## src/rtl/fp_mult_share_arbiter.sv

```systemverilog
// Round-robin sharing of one enable/done floating-point multiplier among N_REQ requesters.
// Optional abort of a stalled operation is built when ARB_TIMEOUT_EN is defined.
module fp_mult_share_arbiter #(
    parameter int N_REQ          = 4,
    parameter int IDW            = 2,
    parameter int TIMEOUT_CYCLES = 255
) (
    input  logic                clk,
    input  logic                reset_n,
    input  logic [N_REQ-1:0]    req,
    input  logic [32*N_REQ-1:0] dataa_bus,
    input  logic [32*N_REQ-1:0] datab_bus,
    output logic [N_REQ-1:0]    ack,
    output logic [31:0]         result,
    output logic [IDW-1:0]      grant_id,
    output logic                busy,
    output logic                err,
    output logic                unit_enable,
    output logic [31:0]         unit_dataa,
    output logic [31:0]         unit_datab,
    input  logic [31:0]         unit_result,
    input  logic                unit_done
);

    localparam logic [31:0] QNAN = 32'h7FC0_0000;
    localparam int          OPW  = 32'sd32;
    localparam int          PW   = (N_REQ > 32'sd1) ? $clog2(N_REQ) : 32'sd1;

    typedef enum logic [1:0] {
        ST_IDLE    = 2'd0,
        ST_BUSY    = 2'd1,
        ST_RELEASE = 2'd2
    } state_t;

    state_t         state_r;
    logic [IDW-1:0] rr_ptr_r;
    logic [IDW-1:0] sel_idx_s;
    logic           sel_valid_s;
    logic [PW-1:0]  sel_pw_s;
    logic           tmo_hit_s;
    logic [31:0]    op_a_s [N_REQ];
    logic [31:0]    op_b_s [N_REQ];

    // First requesting index at or after ptr, wrapping at N_REQ; MSB flags a hit.
    function automatic logic [IDW:0] rr_pick(input logic [N_REQ-1:0] req_v,
                                             input logic [IDW-1:0]   ptr);
        logic [IDW:0] pick;
        int           idx;
        pick = {(IDW+1){1'b0}};
        for (int k = N_REQ - 32'sd1; k >= 32'sd0; k--) begin
            idx  = (int'(ptr) + k) % N_REQ;
            pick = req_v[PW'(idx)] ? {1'b1, IDW'(idx)} : pick;
        end
        return pick;
    endfunction

    function automatic logic [IDW-1:0] rr_next(input logic [IDW-1:0] id);
        return IDW'((int'(id) + 32'sd1) % N_REQ);
    endfunction

    for (genvar g = 0; g < N_REQ; g++) begin : g_unpack
        assign op_a_s[g] = dataa_bus[OPW*g +: OPW];
        assign op_b_s[g] = datab_bus[OPW*g +: OPW];
    end

    // Candidate for the next grant, searched round-robin from rr_ptr_r
    always_comb begin
        {sel_valid_s, sel_idx_s} = rr_pick(req, rr_ptr_r);
        sel_pw_s                 = PW'(sel_idx_s);
    end

`ifdef ARB_TIMEOUT_EN
    localparam int TW = $clog2(TIMEOUT_CYCLES + 32'sd1);
    logic [TW-1:0] tmo_cnt_r;

    // Counts BUSY cycles spent waiting for done; cleared outside BUSY
    always_ff @(posedge clk) begin
        if (!reset_n) begin
            tmo_cnt_r <= '0;
        end else if (state_r == ST_BUSY && !unit_done) begin
            tmo_cnt_r <= tmo_cnt_r + {{(TW-1){1'b0}}, 1'b1};
        end else begin
            tmo_cnt_r <= '0;
        end
    end

    assign tmo_hit_s = (tmo_cnt_r == TW'(TIMEOUT_CYCLES - 32'sd1));
`else
    assign tmo_hit_s = 1'b0;
`endif

    // Grant / hold / release sequencing with all outputs registered
    always_ff @(posedge clk) begin
        if (!reset_n) begin
            state_r     <= ST_IDLE;
            rr_ptr_r    <= '0;
            ack         <= '0;
            result      <= 32'd0;
            grant_id    <= '0;
            busy        <= 1'b0;
            err         <= 1'b0;
            unit_enable <= 1'b0;
            unit_dataa  <= 32'd0;
            unit_datab  <= 32'd0;
        end else begin
            ack <= '0;
            err <= 1'b0;
            case (state_r)
                ST_IDLE: begin
                    // a done left high by the unit blocks new grants until it clears
                    if (sel_valid_s && !unit_done) begin
                        unit_dataa  <= op_a_s[sel_pw_s];
                        unit_datab  <= op_b_s[sel_pw_s];
                        grant_id    <= sel_idx_s;
                        unit_enable <= 1'b1;
                        busy        <= 1'b1;
                        state_r     <= ST_BUSY;
                    end else begin
                        state_r <= ST_IDLE;
                    end
                end
                ST_BUSY: begin
                    if (unit_done) begin
                        result      <= unit_result;
                        ack         <= {{(N_REQ-1){1'b0}}, 1'b1} << grant_id;
                        unit_enable <= 1'b0;
                        rr_ptr_r    <= rr_next(grant_id);
                        state_r     <= ST_RELEASE;
                    end else if (tmo_hit_s) begin
                        result      <= QNAN;
                        ack         <= {{(N_REQ-1){1'b0}}, 1'b1} << grant_id;
                        err         <= 1'b1;
                        unit_enable <= 1'b0;
                        rr_ptr_r    <= rr_next(grant_id);
                        state_r     <= ST_RELEASE;
                    end else begin
                        state_r <= ST_BUSY;
                    end
                end
                ST_RELEASE: begin
                    if (!unit_done) begin
                        busy    <= 1'b0;
                        state_r <= ST_IDLE;
                    end else begin
                        state_r <= ST_RELEASE;
                    end
                end
                default: begin
                    unit_enable <= 1'b0;
                    busy        <= 1'b0;
                    state_r     <= ST_IDLE;
                end
            endcase
        end
    end

endmodule

```

## config.mk

```make
export PLATFORM = sky130hd
export DESIGN_NAME = fp_mult_share_arbiter
export DESIGN_NICKNAME = d
export VERILOG_FILES = /design/src/rtl/fp_mult_share_arbiter.sv
export SDC_FILE = /design/constraint.sdc
export NUM_CORES = 1
export LEC_CHECK = 0
export BUFFER_PORTS_ARGS = -buffer_cell sky130_fd_sc_hd__buf_2
export CAP_MARGIN = 10
export CELL_PAD_IN_SITES_DETAIL_PLACEMENT = 1
export CELL_PAD_IN_SITES_GLOBAL_PLACEMENT = 2
export CORE_ASPECT_RATIO = 0.9
export CORE_UTILIZATION = 19
export DETAILED_ROUTE_END_ITERATION = 10
export HOLD_SLACK_MARGIN = 0.06
export MAX_ROUTING_LAYER = met4
export PLACE_DENSITY_LB_ADDON = 0.1
export SETUP_SLACK_MARGIN = 0.4
export SLEW_MARGIN = 20
export SYNTH_ARGS = -nofsm -noshare
export SYNTH_HDL_FRONTEND = slang
export SYNTH_SLANG_ARGS = --single-unit
```

## constraint.sdc

```tcl
create_clock -name clk -period 1.8 [get_ports clk]
set_clock_uncertainty 0.1 [all_clocks]
set_input_delay 0.09 -clock clk [delete_from_list [all_inputs] [get_ports clk]]
set_output_delay 0.09 -clock clk [all_outputs]
set_load 0.01 [all_outputs]
```

==> results of run 1 <==
kinds of logic after synthesis:
| logic type | synth area share, % |
|---|---|
| simple gates | 12.5 |
| mux | 23.5 |
| compound gates | 17.5 |
| flops | 40.3 |
| buf+inv | 5.81 |
| xor+xnor | 0.327 |
| other cells | 0.0699 |
cell usage after synthesis (all sizes together):
library cell    n  area share (%)
a2111oi         3            0.61
a211o           1            0.16
a211oi          1            0.23
a21boi         36             5.0
a21o            2            0.28
a21oi           2            0.19
a311o           1            0.19
and2            3            0.35
and3            1            0.12
buf            23             3.7
clkbuf         26             1.8
conb            1           0.070
dfxtp         108              40
inv             4            0.28
mux2i         126              24
nand2         137             9.6
nand2b          2            0.23
nand3           3            0.28
nand3b          1            0.14
nor2            3            0.21
nor2b           3            0.35
nor3            2            0.19
nor3b           1            0.23
nor4            3            0.47
nor4b           1            0.16
o211a           1            0.19
o21ai           4            0.37
o221ai         63              10
or4             1            0.14
xnor2           1            0.16
xor2            1            0.16
metrics by stage:
| stage | TNS [ns] | hold slack (ns) | util, % | worst slack, ns |
|---|---|---|---|---|
| after global placement | -2.17 | 0.249 | 29.0 | -0.0912 |
| after floorplan | -2.35 | 0.0667 | - | -0.0425 |
| after detailed placement | -4.49 | 0.250 | 29.0 | -0.161 |
==> summary.md, run 1 <==
| Metric | Value |
|---|---|
| Status | did not finish |
| Halt Stage | clock tree synthesis (4_1_cts) |
| First error | [ERROR RSZ-0060] Max buffer count reached. |
| Yosys reg bits | around 110 |
| Register area share after synthesis | 40.3% |
| Die height | 161 µm |
| Starting Density | 19.6% |
| Post-CTS Setup Repair Bufs | 25 |
| Post-Place Cells | 1303 |
| FP Rows | 57 |
| I/O pins | 400 |
| Port-buffer cells | 398 |
| H-Tree Depth | 3 |
| Clock Sinks | 108 |
| Post-CTS sizing | 132 |
| Cells after synthesis | 565 |
| Cell area after placement | 7950 µm² |
| Number of buffers created by CTS | 9 |
| CTS max path bufs | 2 |
| Synth cell types | 36 |
| Die Width | 179 µm |
| Post-synthesis net count | 860 |
| DP HPWL | a little under 20000 µm |
| Area of the mapped netlist | 5370 µm² |
| Synth warn | 0 |
| Avg Inst Size Synth | 9.50 µm² |
| CTS Hold Bufs | 272 |
| GP Congestion | ~0.78 |
| Root Buffer | clkbuf_16 |
==> inputs of run 2 (changes only) <==
CELL_PAD_IN_SITES_DETAIL_PLACEMENT = not set   (was 1)
CELL_PAD_IN_SITES_GLOBAL_PLACEMENT = not set   (was 2)
CORE_ASPECT_RATIO = not set   (was 0.9)
CORE_UTILIZATION = 20   (was 19)
HOLD_SLACK_MARGIN = not set   (was 0.06)
MAX_ROUTING_LAYER = not set   (was met4)
PLACE_DENSITY_LB_ADDON = 0.15   (was 0.1)
SETUP_SLACK_MARGIN = not set   (was 0.4)
clock period = 2.35 ns   (was 1.8 ns; I/O delays follow)
==> summary.md, run 2 <==
| Metric | Value |
|---|---|
| Status | finished, violations left |
| Failing checks | DRC |
| Leak | slightly below 5 nW |
| Fin cells | 1523 |
| Sum Neg Setup Slack | 0 ns |
| Max-Cap Viols | 0 |
| H-Tree Depth | 3 |
| Slew @ Worst Pin | 0.723 ns |
| Post-synthesis net count | 860 |
| Worst-path clk slew | 0.08 ns |
| GRT Util Overall | 17.0% |
| Count leader, synth | nand2_1 |
| Clock Sinks | 108 |
| Final #Nets | roughly 1500 |
| Synth cell types | 36 |
| Area Overhead vs Synth | 94.2% |
| Initial antenna violation count | 0 |
| Final Hold Fails | 0 |
| Post-CTS sizing | 0 |
| Total power | 5.04 mW |
| PwrDens | ~480 nW/µm² |
| Reg-to-Reg End | unit_dataa[24] |
| Avg Inst Size Synth | 9.50 µm² |
| Violation count after the first detailed-route iteration | 339 |
| Synth top area cells | dfxtp_1, mux2i_1, o221ai_1 |
| Yosys top cell area share | 40.3% |
| Hold_sp | datab_bus[17] |
| Share of cells above drive strength 1 | 37.1% |
| Commonest cells after routing, fill and taps aside | buf_2, dlygate4sd3_1, nand2_1, mux2i_1, dfxtp_1 |
| Critical path class | reg -> reg |
| Starting Density | 20.5% |
| Post-Place Cells | 1263 |
| CTS max path bufs | 2 |
| Vias in the first global route | 6955 |
| Crit path buffers/inverters | 1 |
| Final Max Tran Viols | 0 |
| DP HPWL | 15900 µm |
| Reg2Reg Setup Slack | 0.19 ns |
| Largest net degree at the start of global routing | 44 |
| RSZ-0062 raised after global routing | no |
| Final min period | 2.16 ns |
| Critical Path Sink Type | flop |
| Highest clock rate | 463 MHz |
| Largest regs | result (32), unit_dataa (32), unit_datab (32) |
| First-pass iteration count of the detailed router | 8 |
| Post-route cell area | 10400 µm² |
| DRC Markers | 18 |
| Synth warn | 0 |
| Final WL | 24200 µm |
| Cell area after placement | roughly 7700 µm² |
| Period Utilization, post-route | 91.9% |
| Max stage delay on crit path | 0.33 ns |
| Worst slew margin | between 50% and 60% |
| Die footprint | 27500 µm² |
| Vias | 6699 |
| Yosys reg bits | 108 |
| Clock latency at the later pin of the worst-skew pair | around 0.35 ns |
| GP Congestion | 0.807 |
| Worst Path Arrival | 2.28 ns |
| Die Width | about 170 µm |
| Most common cell after layout, fill and taps aside | buf_2 |
| Number of synthesized flops with an enable pin | 0 |
| Final setup viols | 0 |
| Area of the mapped netlist | around 5400 µm² |
| First-pass GRT wire length | around 37000 µm |
| Post-synth top flop | dfxtp_1 |
| Critical path required time | 2.47 ns |
| Worst setup SP type | flop |
| Worst Hold Slack | 0.00844 ns |
| Gr ovfl total | 0 |
| Most frequent cells after synthesis | nand2_1, mux2i_1, dfxtp_1 |
| Register area share after synthesis | 40.3% |
| Port-buffer cells | 398 |
| Number of buffers created by CTS | 9 |
| Root Buffer | clkbuf_16 |
| CP Cell Sequence | nor2b_1 -> a311o_1 -> and2_4 -> buf_12 -> mux2i_1 -> o221ai_1 |
| Worst hold path class | in -> reg |
| Maximum vdd drop | 0.277 mV |
| Ant diodes | 0 |
| Asr flop ratio synth | 0% |
| Antenna Violating Nets Remaining | 0 |
| RR Startpoint | rr_ptr_r[0] |
| Core footprint | 26200 µm² |
| Largest delay contributor family on the critical path | simple AND/OR/NAND/NOR gates |
| Cells after synthesis | 565 |
| Synth area leader | dfxtp_1 |
| Hold path cells | 3 |
| Die height | 166 µm |
| Largest fanout on the critical path | 43 |
| Crit-path slowest cell | dfxtp_1 |
| Reg2Reg Depth | 6 |
| Drt wl/cell | 15.9 µm |
| FP Rows | 59 |
| Hold Path End | unit_datab[17] |
| CTS tree | built |
| Vias per inst | 4.40 |
| I/O pins | 400 |
run 2: cell counts after synthesis:
No cell type changed its count.
run 2: metrics by stage:
step / setup WS [ns] / util [%]
6_report: 0.191 / 39.8
5_1_grt: 0.0212 / 39.8
4_1_cts: 0.0689 / 39.6
3_5_place_dp: 0.0957 / 29.4
3_3_place_gp: 0.135 / 29.4
2_1_floorplan: 0.432 / -
run 2: worst max-delay path by stage:
stage | startpoint | to | slack [ns] | cells past startpoint
after floorplan | state_r[0] | unit_dataa[6] | 0.43 | 8
after global placement | rr_ptr_r[0] | unit_dataa[22] | 0.14 | 6
after detailed placement | rr_ptr_r[0] | unit_dataa[24] | 0.1 | 6
after CTS | rr_ptr_r[0] | unit_dataa[24] | 0.07 | 6
after global routing | rr_ptr_r[1] | unit_dataa[7] | 0.02 | 5
final | rr_ptr_r[0] | unit_dataa[24] | 0.19 | 6
run 2: cells by family after synthesis:
family,count (synthesis),share of synthesized area (%)
compound gates,114,17.5
xor+xnor,2,0.327
buf+inv,53,5.81
flops,108,40.3
mux,126,23.5
other cells,1,0.0699
simple gates,161,12.5
run 2: report_power, final:
group	total, mW	switching [mW]	internal, mW
combinational	1.48	0.653	0.825
clock	1.52	0.760	0.761
sequential	2.04	0.0725	1.97
total	5.04	1.48	3.55
run 2: final cells by class:
class	instances	area, µm²
inverter	4	15.0
fill	2586	15800
sequential	108	2160
tap	335	419
timing repair buffer	655	4620
clock buffer	10	239
multi-input combinational	405	2920
clock inverter	6	47.5
run 2: worst reg2reg max path: stages, from the launching register on:
cell	delay (ns)
dfxtp_1	0.33
nor2b_1	0.17
a311o_1	0.32
and2_4	0.32
buf_12	0.31
mux2i_1	0.32
o221ai_1	0.16
run 2: metal layers:
metal	routed length [µm]	global-route usage, %
met5	0	0
met4	815	7.35
met3	1330	3.77
met2	12500	31.1
met1	9570	18.7
run 2: what timing repair did:
item                                    CTS  global route
hold buffers                            239             0
buffers inserted                          0             4
endpoints found under the hold margin    95             0
endpoints found under the setup margin    0            16
No activity file was read; power rests on OpenSTA's default activity.
==> inputs of run 3 (changes only) <==
clock period = 2.8 ns   (was 2.35 ns; I/O delays follow)
==> summary.md, run 3 (synthesis results as in run 2) <==
| Metric | Value |
|---|---|
| Maximum vdd drop | ~0.26 mV |
| Final Max Tran Viols | 0 |
| Worst slew margin | 58.8% |
| RR Startpoint | rr_ptr_r[1] |
| Starting Density | around 20% |
| Worst hold path class | in -> reg |
| Clock latency at the later pin of the worst-skew pair | 0.35 ns |
| Worst Path Arrival | around 2.8 ns |
| Die height | 166 µm |
| Period Utilization, post-route | around 94% |
| Commonest cells after routing, fill and taps aside | buf_2, dlygate4sd3_1, nand2_1, mux2i_1, dfxtp_1 |
| First-pass iteration count of the detailed router | 7 |
| Die Width | 166 µm |
| Hold path cells | 3 |
| Final setup viols | 0 |
| Hold_sp | datab_bus[70] |
| Psw | about 1.2 mW |
| I/O pins | 400 |
| Final #Nets | 1388 |
| Number of buffers created by CTS | 9 |
| Slew @ Worst Pin | 0.613 ns |
| Critical path class | in -> reg |
| Failing checks | DRC |
| PnR worst setup slack | 0.177 ns |
| Int Pwr | 3.10 mW |
| Worst-path clk slew | 0.08 ns |
| Highest clock rate | ~380 MHz |
| Sum Neg Setup Slack | 0 ns |
| Fin cells | ~1400 |
| Initial antenna violation count | 0 |
| Dpl ws | between 0.5 and 0.6 ns |
| Largest regs | result (32), unit_dataa (32), unit_datab (32) |
| Critical Path Sink Type | flop |
| GP Congestion | just over 0.8 |
| Vias per inst | 4.31 |
| Vias | a little over 6000 |
| Critical path required time | between 2 and 3 ns |
| First-pass GRT wire length | 33900 µm |
| Flop pwr share | 39.4% |
| PwrDens | 456 nW/µm² |
| Drt wl/cell | 15.6 µm |
| Area Overhead vs Synth | 77.4% |
| Vias in the first global route | 6427 |
| Antenna Violating Nets Remaining | 0 |
| Reg2Reg Setup Slack | 0.19 ns |
| CTS tree | built |
| RSZ-0062 raised after global routing | no |
| H-Tree Depth | 3 |
| GRT Util Overall | 15.7% |
| Worst setup SP type | input port |
| Largest fanout on the critical path | 28 |
| Final Hold Fails | 0 |
| Clock Sinks | 108 |
| Reg2Reg Depth | 8 |
| DP HPWL | 16100 µm |
| Port-buffer cells | 398 |
| Max-Cap Viols | 0 |
| Gr ovfl total | 0 |
| CTS max path bufs | 2 |
| Ant diodes | 0 |
| Comb pwr share | 27.2% |
| Leak | roughly 4.4 nW |
| Violation count after the first detailed-route iteration | between 200 and 300 |
| DRC Markers | 18 |
| Final WL | between 20000 and 25000 µm |
| FP Rows | 59 |
| Switching Share | 28.5% |
| Root Buffer | clkbuf_16 |
| Largest net degree at the start of global routing | 42 |
| Final min period | 2.62 ns |
| Core footprint | about 26000 µm² |
| Clock power share | 33.3% |
| Share of cells above drive strength 1 | between 40% and 50% |
| Worst Hold Slack | 0.0124 ns |
| Status | finished, violations left |
| Setup crit start | unit_done |
| Die footprint | 27500 µm² |
| Most common cell after layout, fill and taps aside | buf_2 |
| Post-Place Cells | 1268 |
[run 3: cell count changes in the layout (fill, tap and decap cells not counted), moves of 2 or more]
| cell | before | now |
|---|---|---|
| buf_12 | 8 | 5 |
| buf_4 | 10 | 17 |
| bufinv_16 | 0 | 2 |
| dlygate4sd3_1 | 239 | 145 |
[run 3: power groups by stage]
| stage | combinational [mW] | clock [mW] | sequential, mW |
|---|---|---|---|
| floorplan | 0.458 | 0 | 1.80 |
| global placement | 0.981 | 0 | 1.75 |
| detailed placement | 0.970 | 0 | 1.75 |
| CTS | 1.17 | 1.52 | 1.71 |
| global route | 1.28 | 1.57 | 1.73 |
| finish | 1.18 | 1.45 | 1.71 |
[run 3: cell type report]
type	instances	area, µm²
clock buffer	9	225
clock inverter	7	106
fill	2693	16700
inverter	4	15.0
multi-input combinational	405	2920
sequential	108	2160
tap	335	419
timing repair buffer	565	3670
[run 3: critical path, stage by stage]
cell and delay, ns:
dlygate4sd3_1 0.54, buf_2 0.17, or4_1 0.67, and2_4 0.30
buf_12 0.19, nand2_1 0.08, o221ai_1 0.09, dlygate4sd3_1 0.57
[run 3: repair_timing]
action / CTS / global route
setup endpoints to repair: 0 / 11
hold buffers: 145 / 0
gates resized for setup: 0 / 1
hold endpoints to repair: 78 / 0
buffers inserted: 0 / 3
[run 3: metal layers]
layer | share of wire [%] | track usage [%]
met1 | 41 | 17.7
met2 | 53 | 29.1
met3 | 4.2 | 2.91
met4 | 2.2 | 5.73
met5 | 0 | 0
[run 3: worst paths after layout]
path	end
max	unit_dataa[20]
min	unit_datab[6]
min reg2reg	unit_datab[28]
max reg2reg	unit_dataa[28]
[run 3: stage by stage]
step                power (mW)  util (%)  instance area, µm²
detailed placement        2.72      29.4                7700
CTS                       4.40      36.2                9490
finish                    4.34      36.3                9520
floorplan                 2.26         -                5370
global placement          2.73      29.4                7700
global route              4.58      36.3                9520
==> inputs of run 4 (changes only) <==
ABC_AREA = 1   (was not set)
SLEW_MARGIN = not set   (was 20)
==> summary.md, run 4 <==
| Metric | Value |
|---|---|
| Status | finished clean |
| FP Rows | 67 |
| Critical path class | reg -> reg |
| Starting Density | 20.4% |
| Worst hold path class | in -> reg |
| CTS tree | built |
| Violation count after the first detailed-route iteration | 265 |
| Avg Inst Size Synth | between 5 and 6 µm² |
| Slew @ Worst Pin | about 0.61 ns |
| DRC Markers | 0 |
| Number of synthesized flops with an enable pin | 0 |
| Area Overhead vs Synth | 54.9% |
| Clock Sinks | 108 |
| Core footprint | 33700 µm² |
| Die height | 188 µm |
| Area of the mapped netlist | 6890 µm² |
| Synth warn | 0 |
| CTS max path bufs | 2 |
| Flop pwr share | roughly a third |
| Gr ovfl total | 0 |
| Final min period | 2.38 ns |
| Post-synthesis net count | 1449 |
| Count leader, synth | nand2_1 |
| Commonest cells after routing, fill and taps aside | buf_2, nand2_1, nand3_1, inv_1, dlygate4sd3_1 |
| GRT Util Overall | 16.7% |
| CP Cell Sequence | inv_2 -> nand2_1 -> nand2_1 -> nand2_1 -> nand3_2 -> nand2_1 -> nand2_4 -> nand2_4 -> buf_12 -> nand2_1 -> nand3_1 -> nand3_1 -> nand2_1 -> inv_1 |
| Die Width | 188 µm |
| Drt wl/cell | 14.3 µm |
| Number of buffers created by CTS | 9 |
| Root Buffer | clkbuf_16 |
| Register area share after synthesis | 31.4% |
| Reg2Reg Setup Slack | roughly 0.42 ns |
| Crit-path slowest cell | dfxtp_1 |
| GP Congestion | 0.867 |
| Max-Cap Viols | 0 |
| Worst-path clk slew | around 0.080 ns |
| Critical Path Sink Type | flop |
| Psw | 1.97 mW |
| Final WL | 29600 µm |
| Synth top area cells | dfxtp_1, nand3_1, nand2_1 |
| Crit path buffers/inverters | 3 |
| Post-synth top flop | dfxtp_1 |
| Leak | 6.12 nW |
| I/O pins | 400 |
| Vias | 8730 |
| Worst Path Arrival | 2.56 ns |
| Vias in the first global route | 8511 |
| Clock power share | 26.1% |
| Port-buffer cells | 398 |
| Die footprint | between 30000 and 40000 µm² |
| Most used cell, CP | nand2_1 |
| Maximum vdd drop | 0.341 mV |
| Highest clock rate | about 420 MHz |
| Final Hold Fails | 0 |
| Largest net degree at the start of global routing | 81 |
| Asr flop ratio synth | 0% |
| Largest fanout on the critical path | 78 |
| Max stage delay on crit path | approximately 0.49 ns |
| Final core utilization | 31.7% |
| Cells after synthesis | 1154 |
| Comb pwr share | around 39% |
| Int Pwr | 3.21 mW |
| Largest delay contributor family on the critical path | simple AND/OR/NAND/NOR gates |
| Antenna Violating Nets Remaining | 0 |
| Clock latency at the later pin of the worst-skew pair | 0.37 ns |
| H-Tree Depth | 3 |
| Initial antenna violation count | 5 |
| Final setup viols | 0 |
| PwrDens | a little under 500 nW/µm² |
| Final #Nets | 1906 |
| First-pass GRT wire length | 46300 µm |
| DP HPWL | 20600 µm |
| Synth cell types | 28 |
| Yosys top cell area share | 31.4% |
| Worst Hold Slack | 0.0264 ns |
| First-pass iteration count of the detailed router | 5 |
| Switching Share | 38.0% |
| Worst slew margin | 59.1% |
| Period Utilization, post-route | 85.0% |
| Share of cells above drive strength 1 | 27.7% |
| Final Max Tran Viols | 0 |
| Vias per inst | 4.23 |
| Sum Neg Setup Slack | 0 ns |
| Worst setup SP type | flop |
| Synth area leader | dfxtp_1 |
| Most common cell after layout, fill and taps aside | buf_2 |
| Yosys reg bits | 108 |
| Largest regs | result (32), unit_dataa (32), unit_datab (32) |
| Most frequent cells after synthesis | nand2_1, nand3_1, inv_1 |
| RSZ-0062 raised after global routing | no |
| Critical path required time | 2.98 ns |
run 4: changes by cell type in the layout (fill, tap and decap cells not counted), sizes merged, moves of 4 or more:
cell	delta
and2	-4
inv	+218
nand3	+231
nand2	+154
buf	-7
mux2i	-126
a21oi	+28
o21a	+53
nor2	+94
o221ai	-63
o21ai	+32
a21boi	-35
dlygate4sd3	-35
run 4: final timing paths:
check                                    start              to  depth (start not counted)
worst max-delay path               rr_ptr_r[1]  unit_dataa[15]                         14
worst min-delay path            dataa_bus[100]   unit_dataa[4]                          5
worst max register to register     rr_ptr_r[1]  unit_dataa[15]                         14
worst min register to register     unit_enable     unit_enable                          2
run 4: stage by stage:
| step | total power [mW] | setup WS (ns) | cells | area (µm²) |
|---|---|---|---|---|
| 2_1_floorplan | 3.04 | 0.966 | 1154 | 6890 |
| 3_3_place_gp | 3.78 | 0.293 | 1938 | 9270 |
| 3_5_place_dp | 3.78 | 0.277 | 1938 | 9270 |
| 4_1_cts | 5.33 | 0.252 | 2064 | 10700 |
| 5_1_grt | 5.61 | 0.0966 | 2065 | 10700 |
| 6_report | 5.18 | 0.421 | 2066 | 10700 |
run 4: kinds of logic after synthesis:
| family | count (synthesis) | synth area share, % |
|---|---|---|
| AOI/OAI and AO/OA | 123 | 11.0 |
| and+or+nand+nor | 624 | 39.2 |
| DFF | 108 | 31.4 |
| other | 1 | 0.0544 |
| buffers and inverters | 298 | 18.3 |
run 4: timing repair:
item,4_1_cts,5_1_grt
gates resized for setup,0,1
hold buffers,110,0
setup buffers,0,0
hold endpoints to repair,57,0
endpoints found under the setup margin,0,1
run 4: area by class of cell:
cell class	count	area, µm²
repair buffers	523	3320
flip-flops and latches	108	2160
inverters	221	835
diodes	2	5.00
clock inverters	6	62.6
well taps	448	561
fillers	3850	23000
multi-input cells	748	3490
clock buffers	10	239
run 4: power groups by stage:
stage	Sequential (mW)	Clock, mW	Combinational, mW
3_5_place_dp	1.86	0	1.93
5_1_grt	1.84	1.50	2.26
2_1_floorplan	1.92	0	1.12
6_report	1.82	1.35	2.01
3_3_place_gp	1.85	0	1.93
4_1_cts	1.82	1.45	2.05
run 4: per-layer routing:
layer	part of all wire, %	vias to the layer above	GRT usage, %
met5	0.091	-	0
met4	1.6	4	4.72
met3	6.9	30	4.49
met2	47	324	28.1
met1	45	3911	20.7
li1	-	4461	-
run 4: worst min-delay path, stage by stage:
cell and delay (ns):
buf_2 0.08, nand2_1 0.04, nand3_1 0.07, nand2_1 0.05, nor2_1 0.08
